## src/rtl/csr_regfile.sv

```systemverilog
// csr_regfile: machine-mode CSR file with read-modify-write CSR ops, trap entry and MRET redirects.
// Define COUNTERS_EN to add the mcycle/minstret counters and the read-only cycle alias.
`ifndef REG_DATA_SIZE
`define REG_DATA_SIZE 31
`endif
`ifndef REG_ADDR_SIZE
`define REG_ADDR_SIZE 4
`endif
`ifndef EX_WIDTH
`define EX_WIDTH 4
`endif

module csr_regfile #(
   parameter logic [`REG_DATA_SIZE:0] MTVEC_RESET = 32'h0000_0100
) (
   input  logic                      clk,
   input  logic                      reset,
   input  logic                      req_valid,
   output logic                      req_ready,
   input  logic [2:0]                req_funct,
   input  logic [11:0]               req_addr,
   input  logic [`REG_DATA_SIZE:0]   req_src,
   input  logic [`REG_ADDR_SIZE:0]   req_rd,
   output logic [`REG_ADDR_SIZE:0]   wr_addr,
   output logic [`REG_DATA_SIZE:0]   wr_data,
   output logic                      wr_enable,
   output logic                      illegal,
   input  logic                      trap_valid,
   input  logic [`EX_WIDTH:0]        trap_cause,
   input  logic [`REG_DATA_SIZE:0]   trap_pc,
   input  logic [`REG_DATA_SIZE:0]   trap_tval,
   input  logic                      mret_valid,
   input  logic                      instr_retire,
   output logic                      redirect_valid,
   output logic [`REG_DATA_SIZE:0]   redirect_pc
);
   localparam int DW = `REG_DATA_SIZE + 1;

   typedef enum logic {IDLE, EXEC} state_t;
   state_t state, state_next;

   logic [1:0]                op_kind;
   logic [11:0]               op_addr;
   logic [`REG_DATA_SIZE:0]   op_src;
   logic [`REG_ADDR_SIZE:0]   op_rd;

   logic                      mie, mpie;
   logic [`REG_DATA_SIZE:0]   mtvec, mscratch, mepc, mcause, mtval;
`ifdef COUNTERS_EN
   logic [`REG_DATA_SIZE:0]   mcycle, minstret;
`else
   logic                      unused_counter_inputs;
   assign unused_counter_inputs = instr_retire;
`endif
   logic                      unused_funct_imm;
   assign unused_funct_imm = req_funct[2];

   logic [`REG_DATA_SIZE:0]   old_val, new_val;
   logic                      mapped, writes, illegal_op, in_exec, csr_we;
   logic                      accept, do_trap, do_mret;

   // Decode the latched address into its current value; anything not listed is unmapped.
   always_comb begin
      mapped  = 1'b1;
      old_val = '0;
      case (op_addr)
         12'h300: begin
            old_val[3] = mie;
            old_val[7] = mpie;
         end
         12'h305: old_val = mtvec;
         12'h340: old_val = mscratch;
         12'h341: old_val = mepc;
         12'h342: old_val = mcause;
         12'h343: old_val = mtval;
`ifdef COUNTERS_EN
         12'hB00, 12'hC00: old_val = mcycle;
         12'hB02: old_val = minstret;
`endif
         default: mapped = 1'b0;
      endcase
   end

   // Set/clear with a zero mask are pure reads, which keeps read-only CSRs readable.
   always_comb begin
      writes  = (op_kind == 2'b01) || (op_src != '0);
      new_val = old_val;
      case (op_kind)
         2'b01:   new_val = op_src;
         2'b10:   new_val = old_val | op_src;
         2'b11:   new_val = old_val & ~op_src;
         default: new_val = old_val;
      endcase
   end

   assign illegal_op = !mapped || (op_kind == 2'b00) || (writes && (op_addr[11:10] == 2'b11));
   assign in_exec    = reset && (state == EXEC);
   assign csr_we     = in_exec && writes && !illegal_op;
   assign do_trap    = reset && (state == IDLE) && trap_valid;
   assign do_mret    = reset && (state == IDLE) && !trap_valid && mret_valid;
   assign req_ready  = reset && (state == IDLE) && !trap_valid && !mret_valid;
   assign accept     = req_valid && req_ready;

   assign wr_enable      = in_exec && !illegal_op && (op_rd != '0);
   assign wr_addr        = in_exec ? op_rd : '0;
   assign wr_data        = in_exec ? old_val : '0;
   assign illegal        = in_exec && illegal_op;
   assign redirect_valid = do_trap || do_mret;
   assign redirect_pc    = do_trap ? mtvec : (do_mret ? mepc : '0);

   always_comb begin
      state_next = state;
      case (state)
         IDLE:    if (accept) state_next = EXEC;
         EXEC:    state_next = IDLE;
         default: state_next = IDLE;
      endcase
   end

   // Counter increments come first so a CSR write later in the block takes precedence.
   always_ff @(posedge clk) begin
      if (!reset) begin
         state    <= IDLE;
         op_kind  <= '0;
         op_addr  <= '0;
         op_src   <= '0;
         op_rd    <= '0;
         mie      <= 1'b0;
         mpie     <= 1'b0;
         mtvec    <= MTVEC_RESET;
         mscratch <= '0;
         mepc     <= '0;
         mcause   <= '0;
         mtval    <= '0;
`ifdef COUNTERS_EN
         mcycle   <= '0;
         minstret <= '0;
`endif
      end else begin
         state <= state_next;
`ifdef COUNTERS_EN
         mcycle <= mcycle + 1'b1;
         if (instr_retire) minstret <= minstret + 1'b1;
`endif
         if (accept) begin
            op_kind <= req_funct[1:0];
            op_addr <= req_addr;
            op_src  <= req_src;
            op_rd   <= req_rd;
         end
         if (do_trap) begin
            mepc   <= trap_pc & ~(DW'(3));
            mcause <= {{(DW - `EX_WIDTH - 1){1'b0}}, trap_cause};
            mtval  <= trap_tval;
            mpie   <= mie;
            mie    <= 1'b0;
         end
         if (do_mret) begin
            mie  <= mpie;
            mpie <= 1'b1;
         end
         if (csr_we) begin
            case (op_addr)
               12'h300: begin
                  mie  <= new_val[3];
                  mpie <= new_val[7];
               end
               12'h305: mtvec    <= new_val & ~(DW'(3));
               12'h340: mscratch <= new_val;
               12'h341: mepc     <= new_val & ~(DW'(3));
               12'h342: mcause   <= new_val;
               12'h343: mtval    <= new_val;
`ifdef COUNTERS_EN
               12'hB00: mcycle   <= new_val;
               12'hB02: minstret <= new_val;
`endif
               default: ;
            endcase
         end
      end
   end
endmodule

```

## config.mk

```make
export PLATFORM = sky130hd
export DESIGN_NAME = csr_regfile
export DESIGN_NICKNAME = d
export VERILOG_FILES = /design/src/rtl/csr_regfile.sv
export SDC_FILE = /design/constraint.sdc
export NUM_CORES = 1
export LEC_CHECK = 0
export CAP_MARGIN = 20
export CORE_ASPECT_RATIO = 0.6
export CORE_MARGIN = 3
export CORE_UTILIZATION = 45
export CTS_BUF_LIST = sky130_fd_sc_hd__clkbuf_8
export DETAILED_ROUTE_END_ITERATION = 7
export PLACE_DENSITY = 0.73
export SLEW_MARGIN = 5
export SYNTH_ARGS = -nofsm -noshare
export SYNTH_HDL_FRONTEND = slang
export SYNTH_SLANG_ARGS = --single-unit
```

## constraint.sdc

```tcl
create_clock -name clk -period 4 [get_ports clk]
set_input_delay 0.4 -clock clk [delete_from_list [all_inputs] [get_ports clk]]
set_output_delay 0.4 -clock clk [all_outputs]
set_load 0.05 [all_outputs]
```

======== Word level (Yosys, flattened, before mapping) ========
Index checks and enable logic that the tools add are counted.
word-level totals
  word-level logic and storage cells ...... 83
  output and inout port bits .............. 73
  register bits after elaboration ......... 212
  input bits .............................. 127
cells by class
  reductions and logical operators ........ 27
  equality and inequality tests ........... 10
  bitwise operators ....................... 4
  multiplexer cells ....................... 30
operator list
  operator                                                number
  two-way mux 32 bit                                      12
  one-hot mux 24 bit (5 select lines)                     1
  one-hot mux 32 bit (3 select lines)                     1
  equality test 12 x 10 -> 1 bit (second input constant)  6
  bitwise AND 32 bit                                      1
  inverter 32 bit                                         1
  bitwise OR 32 bit                                       1
  nonzero test 32 bit                                     1
  one-hot mux 3 bit (5 select lines)                      2
  logical AND 1 bit                                       13
  one-hot mux 1 bit (6 select lines)                      2
  two-way mux 1 bit                                       10
  equality test 2 bit (second input constant)             3
  OR reduction 6 bit                                      1
  two-way mux 5 bit                                       1
  nonzero test 5 bit                                      1
  logical NOT 1 bit                                       4
  logical OR 1 bit                                        4
  AND reduction 2 bit                                     2
  equality test 2 x 1 -> 1 bit (second input constant)    1
  logical NOT 2 bit                                       1
  one-hot mux 1 bit (2 select lines)                      1
  inverter 1 bit                                          1

======== Logic depth before layout (Yosys ltp) ========
Gate-level depths: netlist of run 1.
  word-level depth ........................ 9
  gate-level depth with buffers ........... 11
  depth with buffers taken out ............ 6

======== Worst setup path after synthesis of run 1 ========
Ideal clock, no wire load.
  kind .................................... register -> output
  start ................................... register op_addr[0]
  end ..................................... output port wr_data[1]
  setup slack ............................. 632 ps
  data arrival time ....................... 2,968 ps
  stages on the path, launching flop included .. 9
  data required time ...................... 3,600 ps
  path buffers ............................ 4
  cells stage by stage .................... dfxtp_1 clkbuf_1 clkbuf_1 buf_1 clkbuf_1 mux2i_1 nor2_1 a21oi_1 nor3_1
on the way
  cells in the longest elaborated chain, start to end .. 3
  elaborated cells between the ends (all ways) .. 7
  those cells by class .................... 5 x eq/ne; 2 x mux
RTL lines
  item                                    RTL line  RTL
  start, declared                         43        logic [11:0] op_addr;
  start signal, assigned                  147       op_addr <= req_addr;
  equality test 12 x 10 -> 1 bit          66        case (op_addr)
  one-hot mux 3 bit (5 select lines) (*)  66
  two-way mux 32 bit (*)                  106       assign wr_data = in_exec ? old_val : '0;
  end, declared                           25        output logic [`REG_DATA_SIZE:0] wr_data,
Every way passes the cells marked *; elsewhere a longest branch is shown, timed or not.

======== Final worst setup path of run 1 ========
  start ................................... register op_addr[0]
  end ..................................... output port wr_data[0]
Same word-level chain as after synthesis.

==> metrics.csv, run 1 <==
stage;metric;value;unit
worst_hold_path;min_to;op_addr[11];
clock_network;root_buffer;clkbuf_8;
clock_network;path_clk_slew;60;ps
status;outcome;finished, final reports clean;
place;gp_congestion;1.00;
global_route;grt_use_total;31.2;%
synthesis;ys_seq_area_share;38.1;%
worst_hold_path;hold_class;input pin to register;
worst_setup_path;r2r_start;op_addr[5];
final_layout;syn_to_final_growth;31.3;%
worst_setup_path;r2r_setup_slack;440;ps
clock_network;cts.hold.buffers_added;0;
synthesis;syn_inst;1461;
global_route;grt_pass1_wl;67200;um
detailed_routing;drc;0;
worst_setup_path;path_class;register to output port;
detailed_routing;vias;12100;
floorplan;pin_count;200;
clock_network;postCtsSetupBuffers;0;
clock_network;cts_sinks;212;
final_layout;diodes;0;
synthesis;mappedNetlistArea;11200;um2
timing;fin_worst_skew;24.6;ps
timing;fin_tns_setup;0;ps
floorplan;initial_core_util;47.0;%
synthesis;synth.area.top_cells;dfxtp_1 38%, nand2_1 12%, mux2i_1 7.4%;
synthesis;yosysMostFrequentCell;nand2_1;
detailed_routing;met2_length;17400;um
detailed_routing;route.met3.wl;5860;um
worst_setup_path;cp.required;3600;ps
synthesis;synth-main-ff-cell;dfxtp_1;
pwr;p_leak;5.14;nW
synthesis;syn-num-nets;1588;
timing;hold_violations;0;
timing;period_minus_slack;3860;ps
detailed_routing;drt_wl_total;43000;um
clock_network;cts_buffers;31;
worst_setup_path;rr_endpoint;mtval[9];
synthesis;ys_top_cells_by_count;351 x nand2_1, 212 x dfxtp_1, 113 x clkbuf_1;
clock_network;cts_tree;done;
clock_network;h-tree-depth;1;
global_route;grt_pass1_vias;11600;
global_route;gr-total-overflow;0;
worst_setup_path;rr_worst_depth;7;
detailed_routing;postRouteAntennaNets;0;
pwr;peakVddDrop;0.000230;V
floorplan;die_w;209;um
synthesis;synth-edff-count;0;
clock_network;clock_latency;600;ps
final_layout;drive_above_1_share;11.9;%
synthesis;synth_top_area_cell;dfxtp_1;
final_layout;fin_nets;1725;
clock_network;cts.path.max_buffers;3;
place;place_hpwl;28200;um
detailed_routing;vias_per_cell;6.26;
timing;grt_setup_unrepaired;false;
worst_hold_path;min_from;req_addr[11];
timing;fmax;259;MHz
global_route;grt_start_max_net_pins;85;
detailed_routing;drtIter0Drc;1792;
floorplan;core_area;23700;um2
timing;slew_viol_final;0;
synthesis;synth_cell_types;63;
timing;setup-violations-final;0;
synthesis;synth.top_cell.area_share;38.1;%
global_route;grt_antenna_before_repair;0;
detailed_routing;m1WireLength;18700;um
timing;max_slew.worst_pin.slew;1070;ps
worst_hold_path;hold-path-cell-count;3;
floorplan;die_y;128;um
timing;slew_headroom;28.6;%
worst_setup_path;startpoint_type;register;
floorplan;die_area;26800;um2
timing;whs;346;ps
place;numPortBuffers;195;
synthesis;yosysWarnings;0;
final_layout;stdcell_area;14600;um2
pwr;power_density;313;nW/um2
flow_run;cap_violations;0;
final_layout;post-route-util;61.7;%
synthesis;synth-seq-cells;212;
detailed_routing;wl_per_cell;22.2;um
detailed_routing;firstDrtPassIters;6;
synthesis;async_flop_share;0;%
worst_setup_path;end_kind;output port;
place;placed_cell_area;14000;um2
worst_setup_path;critPathArrivalTime;3460;ps
synthesis;synth.avg_cell_area;7.63;um2
floorplan;rows;43;
clock_network;cts_resized;0;
worst_setup_path;worstPathMaxFanout;41;
timing;period_share;96.5;%
detailed_routing;routed.top_layer;met4;
layout make-up:
| cell class | instances | area (um2) |
|---|---|---|
| sequential | 212 | 4250 |
| clock inverter | 10 | 72.6 |
| timing repair buffer | 241 | 2910 |
| fill | 2013 | 9090 |
| clock buffer | 44 | 606 |
| multi-input combinational | 1107 | 6390 |
| tap | 315 | 394 |
| inverter | 5 | 20.0 |
through the flow:
stage	setup WS (ps)	cells	power, mW
6_report	138	1934	4.59
5_1_grt	83.2	1934	4.72
4_1_cts	215	1934	4.58
3_5_place_dp	545	1880	2.71
3_3_place_gp	635	1880	2.70
2_1_floorplan	632	1461	2.45
worst max-delay path: stages, from the launching register on:
cell	delay (ps)
dfxtp_4	730
buf_4	460
mux2i_1	240
a2bb2oi_1	200
nor3_1	310
clkdlybuf4s50_1	880
sequential cells by signal (all words and copies together) (netlist names), 2 cells and up:
signal    flops
mcause       32
mepc         32
mscratch     32
mtval        32
mtvec        30
op_addr      12
op_kind       2
op_rd         5
op_src       32
report_power, final:
group	leakage (nW)	internal, mW	total (mW)	switching (mW)
Clock	0.378	1.03	1.91	0.878
Combinational	3.05	0.220	0.474	0.253
Sequential	1.72	2.16	2.20	0.0475
layer usage:
metal  global-route usage, %  vias to the layer above
met5                       0                        -
met3                    8.85                      109
met4                    8.42                        0
li1                        -                     5532
met2                    45.1                      816
met1                    45.6                     5656
worst max path at each step:
stage               startpoint    endpoint  depth (start not counted)
CTS                 op_addr[0]  wr_data[0]                          5
finish              op_addr[0]  wr_data[0]                          5
global placement    op_addr[4]    mtval[7]                          7
global route        op_addr[0]  wr_data[0]                          5
detailed placement  op_addr[4]    mtval[9]                          7
floorplan           op_addr[0]  wr_data[1]                          8
layout by cell type, fill, tap and decap left out, drive strengths merged, types with 6 or more instances in the layout:
| cell | count |
|---|---|
| a211oi | 57 |
| a21oi | 82 |
| a221oi | 22 |
| a22o | 31 |
| a22oi | 9 |
| a311oi | 29 |
| and3 | 15 |
| buf | 111 |
| clkbuf | 44 |
| clkdlybuf4s50 | 130 |
| dfxtp | 212 |
| inv | 11 |
| mux2 | 12 |
| mux2i | 82 |
| nand2 | 351 |
| nand2b | 6 |
| nand3 | 69 |
| nor2 | 108 |
| nor3 | 14 |
| nor3b | 20 |
| nor4 | 30 |
| o21ai | 68 |
| o22ai | 28 |
| or3 | 6 |
| or4 | 6 |
logic make-up after synthesis:
logic type | share of synthesized area (%)
buffers and inverters | 5.13
DFF | 38.1
muxes | 8.57
xor gates and xnor gates | 0.236
AOI/OAI and AO/OA | 21.8
and+or+nand+nor | 26.2
No activity file was read; power rests on OpenSTA's default activity.
==> run 2: changes to the inputs <==
--- a/config.mk
+++ b/config.mk
@@ -11,6 +11,8 @@
 export CORE_UTILIZATION = 45
 export CTS_BUF_LIST = sky130_fd_sc_hd__clkbuf_8
+export CTS_CLUSTER_SIZE = 10
 export DETAILED_ROUTE_END_ITERATION = 7
 export PLACE_DENSITY = 0.73
+export SETUP_SLACK_MARGIN = 0.05
 export SLEW_MARGIN = 5
 export SYNTH_ARGS = -nofsm -noshare
==> constraint.sdc (replaced) <==
create_clock -name clk -period 4 [get_ports clk]
set_input_delay 0.4 -clock clk [delete_from_list [all_inputs] [get_ports clk]]
set_output_delay 0.4 -clock clk [all_outputs]
set_load 0.1 [all_outputs]
==> metrics.csv, run 2 (synthesis gave the netlist of run 1 again) <==
stage;metric;value;unit;change
worst_setup_path;rr_worst_depth;7;;unchanged
clock_network;cts_tree;done;;
clock_network;cts_resized;0;;unchanged
pwr;power_density;308;nW/um2;-1.6%
floorplan;core_area;23700;um2;unchanged
worst_hold_path;min_from;req_src[17];;
timing;grt_setup_unrepaired;false;;
clock_network;clock_latency;520;ps;-80 ps
global_route;gr-total-overflow;0;;unchanged
worst_setup_path;path_class;register to output port;;
timing;hold_violations;0;;unchanged
global_route;grt_use_total;30.9;%;-0.38 points
global_route;grt_pass1_wl;66100;um;-1.6%
floorplan;rows;43;;unchanged
detailed_routing;wl_per_cell;22.2;um;about the same
detailed_routing;vias;12200;;+0.77%
global_route;grt_antenna_before_repair;0;;unchanged
final_layout;finalNonFillerCells;1942;;+0.41%
final_layout;drive_above_1_share;12.7;%;+0.80 points
worst_setup_path;worstPathMaxFanout;16;;-61%
status;outcome;finished, final reports clean;;
final_layout;seq_area;4250;um2;unchanged
detailed_routing;firstDrtPassIters;6;;unchanged
worst_hold_path;hold_class;input pin to register;;
place;dp.cells;1886;;+0.32%
worst_hold_path;hold-path-cell-count;3;;unchanged
final_layout;fin_nets;1734;;+0.52%
final_layout;final_cell_mix;351 x nand2_1, 211 x dfxtp_1, 121 x clkdlybuf4s50_1;;
worst_hold_path;min_to;op_src[17];;
worst_setup_path;end_kind;output port;;
floorplan;die_w;209;um;unchanged
global_route;grt_pass1_vias;11600;;-0.46%
worst_setup_path;critPathArrivalTime;3310;ps;-150 ps
timing;fin_worst_skew;17.7;ps;-6.94 ps
clock_network;h-tree-depth;2;;+1
detailed_routing;drt_wl_total;43200;um;+0.46%
clock_network;cts.hold.buffers_added;0;;unchanged
pwr;peakVddDrop;0.000210;V;-8.4%
final_layout;multi_input_area;6400;um2;+0.14%
detailed_routing;drtIter0Drc;1744;;-2.7%
detailed_routing;postRouteAntennaNets;0;;unchanged
worst_setup_path;r2r_start;op_addr[4];;
floorplan;die_area;26800;um2;unchanged
place;place_hpwl;28500;um;+1.1%
place;numPortBuffers;195;;unchanged
final_layout;fill_cells;2094;;+4.0%
final_layout;syn_to_final_growth;32.0;%;
floorplan;die_y;128;um;unchanged
worst_setup_path;startpoint_type;register;;
flow_run;cap_violations;0;;unchanged
timing;period_minus_slack;3710;ps;-156 ps
floorplan;initial_core_util;47.0;%;unchanged
clock_network;cts_buffers;34;;+9.7%
detailed_routing;vias_per_cell;6.29;;+0.35%
worst_setup_path;cp.required;3600;ps;about the same
clock_network;cts_sinks;212;;unchanged
worst_setup_path;rr_endpoint;mtval[7];;
timing;slew_viol_final;0;;unchanged
floorplan;pin_count;200;;unchanged
final_layout;layout_commonest_cell;nand2_1;;
clock_network;cts.path.max_buffers;3;;unchanged
clock_network;postCtsSetupBuffers;0;;unchanged
worst_setup_path;r2r_setup_slack;400;ps;-40 ps
timing;fin_tns_setup;0;ps;unchanged
final_layout;diodes;0;;unchanged
detailed_routing;drc;0;;unchanged
clock_network;root_buffer;clkbuf_8;;
timing;setup-violations-final;0;;unchanged
timing;period_share;92.7;%;-3.9 points
global_route;grt_start_max_net_pins;91;;+7.1%
place;gp_congestion;0.985;;-1.6%
timing;max_slew.worst_pin.slew;1010;ps;-59.9 ps
timing;fmax;270;MHz;+4.2%
pwr;p_leak;5.20;nW;+1.2%
timing;slew_headroom;32.6;%;+4.0 points
clock_network;path_clk_slew;70;ps;about the same
[run 2: changes by cell type in the layout (fill, tap and decap cells not counted), sizes merged]
cell           previous run  this run
buf                     111       126
bufinv                    1         0
clkbuf                   44        43
clkdlybuf4s50           130       121
inv                      11        15
[run 2: how the worst max path moves through the flow]
stage / slack, ps / end / from / cells after the start
finish: 290 / wr_data[31] / op_addr[1] / 6
global placement: 540 / mtval[3] / op_addr[4] / 7
global route: 200 / wr_data[31] / op_addr[1] / 6
detailed placement: 460 / mtval[3] / op_addr[4] / 7
floorplan: 90 / wr_data[16] / op_addr[4] / 8
CTS: 350 / wr_data[31] / op_addr[1] / 6
[run 2: layout make-up]
class | instances | area share (%)
Multi-Input combinational cell | 1107 | 43.5
Clock inverter | 13 | 0.340
Sequential cell | 212 | 28.9
Inverter | 5 | 0.136
Tap cell | 315 | 2.68
Clock buffer | 43 | 4.02
Timing Repair Buffer | 247 | 20.5
[run 2: critical path, cell delays in order (launching register included)]
cell and delay (ps):
dfxtp_1 420, or4b_2 990, nor3_1 540, nand3_1 130, o21ai_0 180, nor2b_1 310
buf_12 210
[run 2: stage by stage]
stage | total power, mW | instance area (um2) | util [%] | hold WS, ps | setup slack [ps]
finish | 4.54 | 14700 | 62.1 | 421 | 294
CTS | 4.52 | 14700 | 62.1 | 427 | 348
detailed placement | 2.73 | 14100 | 59.3 | 440 | 464
global placement | 2.72 | 14100 | 59.3 | 433 | 541
global route | 4.66 | 14700 | 62.1 | 440 | 197
floorplan | 2.47 | 11200 | - | 427 | 87.0
[run 2: where the power goes]
group / internal (mW) / switching, mW / leakage [nW]
logic: 0.220 / 0.276 / 3.11
clock network: 0.957 / 0.886 / 0.377
registers: 2.16 / 0.0462 / 1.72
[run 2: metal layers]
metal | global-route usage (%) | up-vias | wire [um]
li1 | - | 5539 | -
met1 | 45.0 | 5687 | 18400
met2 | 44.3 | 855 | 17600
met3 | 8.27 | 125 | 5970
met4 | 9.72 | 0 | 1290
met5 | 0 | - | 0
